<file path="config.mk">
export PLATFORM = sky130hd
export DESIGN_NAME = seat_status_reader_flat
export DESIGN_NICKNAME = d
export VERILOG_FILES = /design/src/rtl/seat_status_reader_if.sv /design/src/rtl/seat_status_reader.sv /design/src/flat_wrapper.sv
export SDC_FILE = /design/constraint.sdc
export NUM_CORES = 1
export LEC_CHECK = 0
export CORE_MARGIN = 4
export CORE_UTILIZATION = 58
export CTS_BUF_LIST = sky130_fd_sc_hd__clkbuf_8
export CTS_CLUSTER_DIAMETER = 30
export DETAILED_ROUTE_END_ITERATION = 10
export DONT_BUFFER_PORTS = 1
export PLACE_DENSITY_LB_ADDON = 0.05
export SLEW_MARGIN = 20
export SYNTH_ARGS = -nofsm -noshare
export SYNTH_HDL_FRONTEND = slang
export SYNTH_SLANG_ARGS = --single-unit
</file>
<file path="constraint.sdc">
create_clock -name clk -period 10.15 [get_ports clk]
set_clock_uncertainty 0.05 [all_clocks]
set_input_delay 1.015 -clock clk [delete_from_list [all_inputs] [get_ports clk]]
set_output_delay 1.015 -clock clk [all_outputs]
set_load 0.05 [all_outputs]
</file>
<file path="src/rtl/seat_status_reader_if.sv">
// Query, record-memory and response channels of the seat status reader.
interface seat_status_reader_if;
  localparam int unsigned SEAT_W = 5;
  localparam int unsigned TIME_W = 11;

  logic              q_valid;
  logic              q_ready;
  logic              q_sweep;
  logic [SEAT_W-1:0] q_seat;

  logic              mem_rd_en;
  logic [SEAT_W-1:0] mem_rd_addr;
  logic [31:0]       mem_student;
  logic [1:0]        mem_state;
  logic [TIME_W-1:0] mem_start;
  logic [TIME_W-1:0] mem_limit;
  logic [1:0]        mem_ban;

  logic              r_valid;
  logic              r_ready;
  logic [SEAT_W-1:0] r_seat;
  logic [31:0]       r_student;
  logic [1:0]        r_state;
  logic [TIME_W-1:0] r_remaining;
  logic              r_expired;
  logic              r_banned;
  logic              r_last;

  // Requester / memory / consumer side
  modport master (
    output q_valid, q_sweep, q_seat,
    input  q_ready,
    input  mem_rd_en, mem_rd_addr,
    output mem_student, mem_state, mem_start, mem_limit, mem_ban,
    input  r_valid, r_seat, r_student, r_state, r_remaining, r_expired, r_banned, r_last,
    output r_ready
  );

  // Reader side
  modport slave (
    input  q_valid, q_sweep, q_seat,
    output q_ready,
    output mem_rd_en, mem_rd_addr,
    input  mem_student, mem_state, mem_start, mem_limit, mem_ban,
    output r_valid, r_seat, r_student, r_state, r_remaining, r_expired, r_banned, r_last,
    input  r_ready
  );
endinterface

</file>
<file path="src/rtl/seat_status_reader.sv">
// Seat status reader: single-seat queries and expiry sweeps over the seat record memory.
module seat_status_reader #(
  parameter int unsigned SEATS   = 32,
  parameter int unsigned DAY_MIN = 1440
) (
  input  logic                   clk,
  input  logic                   rst_n,
  input  logic [10:0]            now_min,
  seat_status_reader_if.slave    bus,
  output logic                   busy
);
  localparam int unsigned SEAT_W = $clog2(SEATS);
  localparam int unsigned TIME_W = 11;
  localparam int unsigned CALC_W = 12;

  localparam logic [1:0] ST_EMPTY = 2'b00;
  localparam logic [1:0] ST_OCC   = 2'b01;
  localparam logic [1:0] ST_AWAY  = 2'b10;
  localparam logic [SEAT_W-1:0] LAST_SEAT = SEAT_W'(SEATS - 1);

  typedef enum logic [2:0] {IDLE, READ, WAIT, CALC, RESP, SCAN_NEXT} state_t;

  typedef struct packed {
    logic [SEAT_W-1:0] seat;
    logic [31:0]       student;
    logic [1:0]        state;
    logic [TIME_W-1:0] remaining;
    logic              expired;
    logic              banned;
    logic              last;
  } resp_t;

  state_t            state_q, state_d;
  logic [SEAT_W-1:0] addr_q, addr_d;
  logic              sweep_q, sweep_d;
  logic              final_q, final_d;
  logic              pend_v_q, pend_v_d;
  resp_t             pend_q, pend_d;
  resp_t             r_q, r_d;
  logic              q_ready_q, rd_en_q, r_valid_q;

  logic [31:0]       cap_student;
  logic [1:0]        cap_state;
  logic [TIME_W-1:0] cap_start;
  logic [TIME_W-1:0] cap_limit;
  logic [1:0]        cap_ban;

  logic [CALC_W-1:0] elapsed;
  logic              timed;
  logic              over;
  resp_t             calc;

  // Record capture one cycle after the read strobe
  always_ff @(posedge clk or negedge rst_n) begin
    if (!rst_n) begin
      cap_student <= '0;
      cap_state   <= '0;
      cap_start   <= '0;
      cap_limit   <= '0;
      cap_ban     <= '0;
    end else if (state_q == WAIT) begin
      cap_student <= bus.mem_student;
      cap_state   <= bus.mem_state;
      cap_start   <= bus.mem_start;
      cap_limit   <= bus.mem_limit;
      cap_ban     <= bus.mem_ban;
    end
  end

  // Elapsed/remaining against the current minute, with day wrap
  always_comb begin
    if (now_min >= cap_start)
      elapsed = CALC_W'(now_min) - CALC_W'(cap_start);
    else
      elapsed = CALC_W'(now_min) + CALC_W'(DAY_MIN) - CALC_W'(cap_start);
    timed          = (cap_state == ST_OCC) || (cap_state == ST_AWAY);
    over           = elapsed >= CALC_W'(cap_limit);
    calc.seat      = addr_q;
    calc.student   = (cap_state == ST_EMPTY) ? 32'd0 : cap_student;
    calc.state     = cap_state;
    calc.remaining = (!timed || over) ? '0 : cap_limit - elapsed[TIME_W-1:0];
    calc.expired   = timed && over;
    calc.banned    = |cap_ban;
    calc.last      = 1'b0;
  end

  // Next-state and next-register logic; the newest expired sweep result is
  // held in pend so the final one can be flagged last once the scan ends.
  always_comb begin
    state_d  = state_q;
    addr_d   = addr_q;
    sweep_d  = sweep_q;
    final_d  = final_q;
    pend_v_d = pend_v_q;
    pend_d   = pend_q;
    r_d      = r_q;
    case (state_q)
      IDLE: begin
        if (bus.q_valid) begin
          sweep_d  = bus.q_sweep;
          addr_d   = bus.q_sweep ? '0 : bus.q_seat;
          final_d  = 1'b0;
          pend_v_d = 1'b0;
          state_d  = READ;
        end
      end
      READ: state_d = WAIT;
      WAIT: state_d = CALC;
      CALC: begin
        if (!sweep_q) begin
          r_d      = calc;
          r_d.last = 1'b1;
          final_d  = 1'b1;
          state_d  = RESP;
        end else if (calc.expired) begin
          pend_d   = calc;
          pend_v_d = 1'b1;
          if (pend_v_q) begin
            r_d      = pend_q;
            r_d.last = 1'b0;
            state_d  = RESP;
          end else begin
            state_d  = SCAN_NEXT;
          end
        end else if (addr_q == LAST_SEAT && !pend_v_q) begin
          r_d      = calc;
          r_d.last = 1'b1;
          final_d  = 1'b1;
          state_d  = RESP;
        end else begin
          state_d  = SCAN_NEXT;
        end
      end
      RESP: begin
        if (bus.r_ready) state_d = final_q ? IDLE : SCAN_NEXT;
      end
      SCAN_NEXT: begin
        if (addr_q == LAST_SEAT) begin
          if (pend_v_q) begin
            r_d      = pend_q;
            r_d.last = 1'b1;
            pend_v_d = 1'b0;
            final_d  = 1'b1;
            state_d  = RESP;
          end else begin
            state_d  = IDLE;
          end
        end else begin
          addr_d  = addr_q + SEAT_W'(1);
          state_d = READ;
        end
      end
      default: state_d = IDLE;
    endcase
  end

  // State and registered outputs
  always_ff @(posedge clk or negedge rst_n) begin
    if (!rst_n) begin
      state_q   <= IDLE;
      addr_q    <= '0;
      sweep_q   <= 1'b0;
      final_q   <= 1'b0;
      pend_v_q  <= 1'b0;
      pend_q    <= '0;
      r_q       <= '0;
      q_ready_q <= 1'b1;
      rd_en_q   <= 1'b0;
      r_valid_q <= 1'b0;
      busy      <= 1'b0;
    end else begin
      state_q   <= state_d;
      addr_q    <= addr_d;
      sweep_q   <= sweep_d;
      final_q   <= final_d;
      pend_v_q  <= pend_v_d;
      pend_q    <= pend_d;
      r_q       <= r_d;
      q_ready_q <= (state_d == IDLE);
      rd_en_q   <= (state_d == READ);
      r_valid_q <= (state_d == RESP);
      busy      <= (state_d != IDLE);
    end
  end

  assign bus.q_ready     = q_ready_q;
  assign bus.mem_rd_en   = rd_en_q;
  assign bus.mem_rd_addr = addr_q;
  assign bus.r_valid     = r_valid_q;
  assign bus.r_seat      = r_q.seat;
  assign bus.r_student   = r_q.student;
  assign bus.r_state     = r_q.state;
  assign bus.r_remaining = r_q.remaining;
  assign bus.r_expired   = r_q.expired;
  assign bus.r_banned    = r_q.banned;
  assign bus.r_last      = r_q.last;
endmodule

</file>
<file path="src/flat_wrapper.sv">
// flat-port wrapper written by rule: the top's interface ports become plain ports
module seat_status_reader_flat 
#(
  parameter int unsigned SEATS   = 32,
  parameter int unsigned DAY_MIN = 1440
)
  (clk, rst_n, now_min, busy, bus_q_valid, bus_q_sweep, bus_q_seat, bus_q_ready, bus_mem_rd_en, bus_mem_rd_addr, bus_mem_student, bus_mem_state, bus_mem_start, bus_mem_limit, bus_mem_ban, bus_r_valid, bus_r_seat, bus_r_student, bus_r_state, bus_r_remaining, bus_r_expired, bus_r_banned, bus_r_last, bus_r_ready);
  seat_status_reader_if bus_i ();
  input  logic clk;
  input  logic rst_n;
  input  logic [10:0] now_min;
  output logic busy;
  input wire logic [$bits(bus_i.q_valid)-1:0] bus_q_valid;
  input wire logic [$bits(bus_i.q_sweep)-1:0] bus_q_sweep;
  input wire logic [$bits(bus_i.q_seat)-1:0] bus_q_seat;
  output wire logic [$bits(bus_i.q_ready)-1:0] bus_q_ready;
  output wire logic [$bits(bus_i.mem_rd_en)-1:0] bus_mem_rd_en;
  output wire logic [$bits(bus_i.mem_rd_addr)-1:0] bus_mem_rd_addr;
  input wire logic [$bits(bus_i.mem_student)-1:0] bus_mem_student;
  input wire logic [$bits(bus_i.mem_state)-1:0] bus_mem_state;
  input wire logic [$bits(bus_i.mem_start)-1:0] bus_mem_start;
  input wire logic [$bits(bus_i.mem_limit)-1:0] bus_mem_limit;
  input wire logic [$bits(bus_i.mem_ban)-1:0] bus_mem_ban;
  output wire logic [$bits(bus_i.r_valid)-1:0] bus_r_valid;
  output wire logic [$bits(bus_i.r_seat)-1:0] bus_r_seat;
  output wire logic [$bits(bus_i.r_student)-1:0] bus_r_student;
  output wire logic [$bits(bus_i.r_state)-1:0] bus_r_state;
  output wire logic [$bits(bus_i.r_remaining)-1:0] bus_r_remaining;
  output wire logic [$bits(bus_i.r_expired)-1:0] bus_r_expired;
  output wire logic [$bits(bus_i.r_banned)-1:0] bus_r_banned;
  output wire logic [$bits(bus_i.r_last)-1:0] bus_r_last;
  input wire logic [$bits(bus_i.r_ready)-1:0] bus_r_ready;
  assign bus_i.q_valid = bus_q_valid;
  assign bus_i.q_sweep = bus_q_sweep;
  assign bus_i.q_seat = bus_q_seat;
  assign bus_q_ready = bus_i.q_ready;
  assign bus_mem_rd_en = bus_i.mem_rd_en;
  assign bus_mem_rd_addr = bus_i.mem_rd_addr;
  assign bus_i.mem_student = bus_mem_student;
  assign bus_i.mem_state = bus_mem_state;
  assign bus_i.mem_start = bus_mem_start;
  assign bus_i.mem_limit = bus_mem_limit;
  assign bus_i.mem_ban = bus_mem_ban;
  assign bus_r_valid = bus_i.r_valid;
  assign bus_r_seat = bus_i.r_seat;
  assign bus_r_student = bus_i.r_student;
  assign bus_r_state = bus_i.r_state;
  assign bus_r_remaining = bus_i.r_remaining;
  assign bus_r_expired = bus_i.r_expired;
  assign bus_r_banned = bus_i.r_banned;
  assign bus_r_last = bus_i.r_last;
  assign bus_i.r_ready = bus_r_ready;
  seat_status_reader #(.SEATS(SEATS), .DAY_MIN(DAY_MIN)) u_core (.clk(clk), .rst_n(rst_n), .now_min(now_min), .bus(bus_i), .busy(busy));
endmodule
</file>
# Word-level counts from Yosys, hierarchy flattened
# Cells that the tools add are included.
# word_totals
regBits,178
output_inout_bits,62
inputBits,79
word_cells,109
# op_classes
eq_ne,20
add_sub_neg,5
muxes,35
n_lt_le_gt_ge,2
n_reduce_logical,20
# ops
cell,n
$mux 53,6
$pmux 53 s2,1
$mux 32,1
$mux 3,7
$pmux 3 s6,1
$mux 5,3
$add 11x11->12 const B,1
$ge 12x11->1,1
$mux 12,1
$sub 11x11->12,1
$sub 12x11->12,1
$ge 11x11->1,1
$mux 1,11
$mux 11,1
$sub 11x11->11,1
$pmux 5 s2,1
$reduce_and 5->1,2
$eq 3x3->1 const B,3
$ne 2x1->1 const B,4
$ne 4x4->1 const B,2
$eq 3x1->1 const B,2
$eq 3x2->1 const B,2
$logic_not 3->1,2
$ne 3x3->1 const B,2
other kinds (16),24

# Logic depth before layout (Yosys ltp)
# depth
depth_word,10
depth_mapped,28
depth_no_buf,25

# Worst setup path after synthesis
# OpenSTA, ideal clock, no wires.
# synth_timing
kind,input-to-reg
from,input port now_min[0]
to,"register u_core.r_q, in the netlist u_core.bus.r_banned"
t_required_ns,9.975
cell_stages,26
n_path_buf,1
setup_slack_ns,4.758
arrival_ns,5.217
setup_ns,0.125
path_cell_list,inv_1 > ha_1 > inv_1 > ha_1 > inv_1 > fa_1 > nand2b_1 > a221oi_1 > o21ai_1 > nand2_1 > a21o_1 > a21oi_1 > xnor2_1 > nand2_1 > nand2_1 > ha_1 > or4_1 > a21oi_1 > o21ai_1 > o21ai_2 > o21a_1 > o21a_2 > nor3_2 > a211oi_4 > buf_6 > mux2_4
# synth_between
elab_chain_len,8
word_cells_on_any_way,13
cone_classes,add/sub: 3; order compare: 2; eq/ne: 2; mux: 4; reduce/logical: 2
# synth_rtl
item,line,text
from (decl),flat_wrapper.sv:11,input logic [10:0] now_min;
$add 11x11->12,seat_status_reader.sv:75,elapsed = CALC_W'(now_min) + CALC_W'(DAY_MIN) - CALC_W'(cap_start);
$sub 12x11->12,seat_status_reader.sv:75,
$mux 12 (*),seat_status_reader.sv:72,if (now_min >= cap_start)
$ge 12x11->1 (*),seat_status_reader.sv:77,over = elapsed >= CALC_W'(cap_limit);
$logic_and 1x1->1 (*),seat_status_reader.sv:82,calc.expired = timed && over;
$mux 53,seat_status_reader.sv:115,end else if (calc.expired) begin
$mux 53,seat_status_reader.sv:110,if (!sweep_q) begin
$pmux 53 s2,seat_status_reader.sv:97,case (state_q)
to (signal assigned),seat_status_reader.sv:178,r_q <= r_d;
to (decl),seat_status_reader.sv:39,"resp_t r_q, r_d;"
# Mark *: on every way between the ends. The rest lies on a longest branch, timed or not.
# A chain may end at the register's enable or synchronous reset.

# Final worst setup path
# layout_timing
from,input port now_min[1]
to,"register u_core.r_q, in the netlist u_core.bus.r_student[4]"
# Same word-level chain as after synthesis.

==> reports/results.txt <==
status - complete, no violations
# fillers - 1313
DR WL/cell - 18.4 um
count of antenna diodes in the layout - 0
IO Port Bufs - 0
Synth Warn # - 0
# hold bufs at CTS - 0
CP startpoint - now_min[1]
area of the core - 16100 um^2
CTS tree - yes
P&R area growth vs syn - 4.95%
H-tree lvl count - 4
# rows - 46
syn_area_per_cell - 10.8 um^2
Clock transition at path regs - 0.10 ns
relative slew slack - 0.312
Tcrit/Tclk final - 0.562
worst path cell trace - ha_1, inv_1, fa_1, nor2b_1, o21ai_0, a21o_1, a21oi_1, o21ai_0, a21oi_1, a21oi_1, xor2_1, o21ai_0, ha_1, or4_1, a21oi_1, o21ai_1, o21ai_2, o21a_1, o21a_2, nor3_2, a211oi_4, buf_4, mux2_2
Synth area leaders - dfrtp_1, mux2_2, ha_1
setup_tns - 0 ns
worst endpoint required time - 10.44 ns
sequential cell area - 4460 um^2
Setup CP Type - primary input to register
RSZ-0062 raised after global routing - false
CP max stage cell - buf_4
most instantiated cells after synthesis - dfrtp_1, nand2_1, o21ai_0, mux2_2, inv_1
Die ar. - 18700 um^2
nets - 1009
Post-synth EDFFs - 0
max-capacitance violation count - 0
synthesized area - 9610 um^2
starting density of the core - 0.598
pin count of the biggest net entering global routing - 179
post-CTS sizing - 0
root buf cell - clkbuf_8
CP Capture Point - u_core.bus.r_student[4]
CP Max Fanout - 54
R2R depth - 24
Detail Placement HPWL - 13900 um
Critical Path AT - 5.99 ns
Largest stage delay, worst path - 0.69 ns
gr usage total - 0.227
via count - 6239
r2r endpoint - u_core.bus.r_student[4]
post-synthesis sequential area ratio - 0.464
Die Width - 137 um
Post-Syn Nets - 1030
CTS Sinks - 178
share of layout cells above drive strength 1 - 0.168
routability cong. - 0.877
total CTS buffers - 17
DRC Markers - 0
Clock Tree Buf Depth - 2
clk_lat worst skew - 0.46 ns
worst reg2reg path startpoint - u_core.cap_start[1]
vias in the first global route - 6434
Die H - 137 um
Synth top area share - 0.461
buffers inserted by post-CTS timing repair - 0
DR pass1 iterations - 4
Critical Path Most Common Cell - a21oi_1
first-pass GRT wire length - 33200 um
Critical Path Start Type - primary input
top achievable clock speed - 0.175 GHz
Async SR Flop Fraction - 1.00
IO Pins - 141
R2R setup slack - 4.52 ns
Seq cells post-synth - 178
Starting DRT DRC Count - 376
Final Hold Vio Count - 0
total gr overflow - 0
Slew Limit Fails - 0
post-layout minimum cycle time - 5.70 ns
Main synth FF type - dfrtp_1
WHS - 0.192 ns
area leader, netlist - dfrtp_1
Routed WL - 20200 um
initial antenna violation count - 0
Synth Instances - 893
Final setup violation count - 0
Crit. End Element - register
routed vias/inst - 5.67
worst hold path type - primary input to asynchronous set/reset pin
multi-input logic area - 4680 um^2
Slew @ Worst Pin - 1.03 ns
Cell variety after synth - 58
ANT nets after route - 0
most common cell in the synthesized netlist - dfrtp_1
## worst min-delay path by stage
stage,from,endpoint,slack (ns),cells after the start
5_1_grt,rst_n,u_core.bus.r_valid,0.13,0
4_1_cts,rst_n,u_core.cap_start[8],0.16,0
3_3_place_gp,u_core.pend_q[2],u_core.pend_q[2],0.40,1
3_5_place_dp,u_core.pend_q[2],u_core.pend_q[2],0.40,1
2_1_floorplan,u_core.pend_q[2],u_core.pend_q[2],0.39,1
6_report,rst_n,u_core.bus.mem_rd_en,0.19,0
## sequential cells by signal, indices dropped and copies added, names as in the netlist
register	cells
u_core.pend_q	52
u_core.bus.r_student	32
u_core.cap_student	32
u_core.bus.r_remaining	11
u_core.cap_limit	11
u_core.cap_start	11
u_core.bus.mem_rd_addr	5
u_core.bus.r_seat	5
u_core.state_q	3
u_core.bus.r_state	2
u_core.cap_ban	2
u_core.cap_state	2
u_core.bus.mem_rd_en	1
u_core.bus.q_ready	1
u_core.bus.r_banned	1
u_core.bus.r_expired	1
u_core.bus.r_last	1
u_core.bus.r_valid	1
u_core.busy	1
u_core.final_q	1
u_core.pend_v_q	1
u_core.sweep_q	1
## metrics by stage
stage / setup slack, ns / utilization / std cells / area, um^2
floorplan: 4.76 / - / 893 / 9610
global placement: 4.17 / 0.604 / 1069 / 9710
detailed placement: 4.01 / 0.605 / 1069 / 9710
CTS: 4.51 / 0.628 / 1101 / 10100
global route: 4.17 / 0.628 / 1101 / 10100
finish: 4.45 / 0.628 / 1101 / 10100
## routing by layer
layer / global-route usage / vias to the layer above / share of wire
met1: 0.298 / 3094 / 0.44
met5: 0 / - / 0
li1: - / 3016 / -
met3: 0.0721 / 10 / 0.060
met2: 0.372 / 119 / 0.49
met4: 0.0454 / 0 / 0.0084
## logic make-up after synthesis
group / count (synthesis) / share of synthesized area
adders and majority gates: 58 / 0.0826
buffers and inverters: 116 / 0.0530
muxes: 105 / 0.133
and+or+nand+nor: 206 / 0.106
xor gates and xnor gates: 23 / 0.0210
DFF: 178 / 0.464
AOI/OAI and AO/OA: 207 / 0.141
## placed cells by master (no fill, tap or decap), types with 3 or more instances in the layout
master / n
inv_1: 71
dfrtp_1: 177
clkinvlp_4: 3
nand3_1: 9
and2_1: 13
or3_1: 3
nor3_2: 3
a21oi_1: 35
nor2_1: 23
clkinv_4: 4
fa_1: 9
xnor2_1: 16
mux2_2: 70
and3_1: 5
xor2_1: 7
a21o_1: 9
o21bai_1: 3
ha_1: 48
mux2_1: 8
nand2b_1: 38
nor2b_1: 7
clkbuf_8: 17
mux2_4: 25
o211ai_1: 4
nand2_1: 83
o21ai_0: 73
a31oi_1: 6
inv_6: 3
buf_4: 6
a22o_1: 41
nor3b_1: 3
nor3_1: 7
o21a_1: 4
o21ai_1: 9
## area by class of cell
type,instances,area share
Clock buffer,17,0.0232
Clock inverter,15,0.0136
Multi-Input combinational cell,599,0.464
Tap cell,216,0.0268
Sequential cell,178,0.442
Timing Repair Buffer,6,0.00447
Inverter,70,0.0261
## critical path: cells and delay by family
family | cells | cell delay, ns
buffers and inverters | 2 | 0.78
AND/OR/NAND/NOR | 3 | 0.58
adder cells (fa/ha/maj) | 3 | 0.87
XOR/XNOR | 1 | 0.15
AO/OA/AOI/OAI | 13 | 2.11
multiplexers | 1 | 0.42
Power is not shown: default switching activity piles up to over one toggle a cycle in this logic, so the estimate is an artifact.
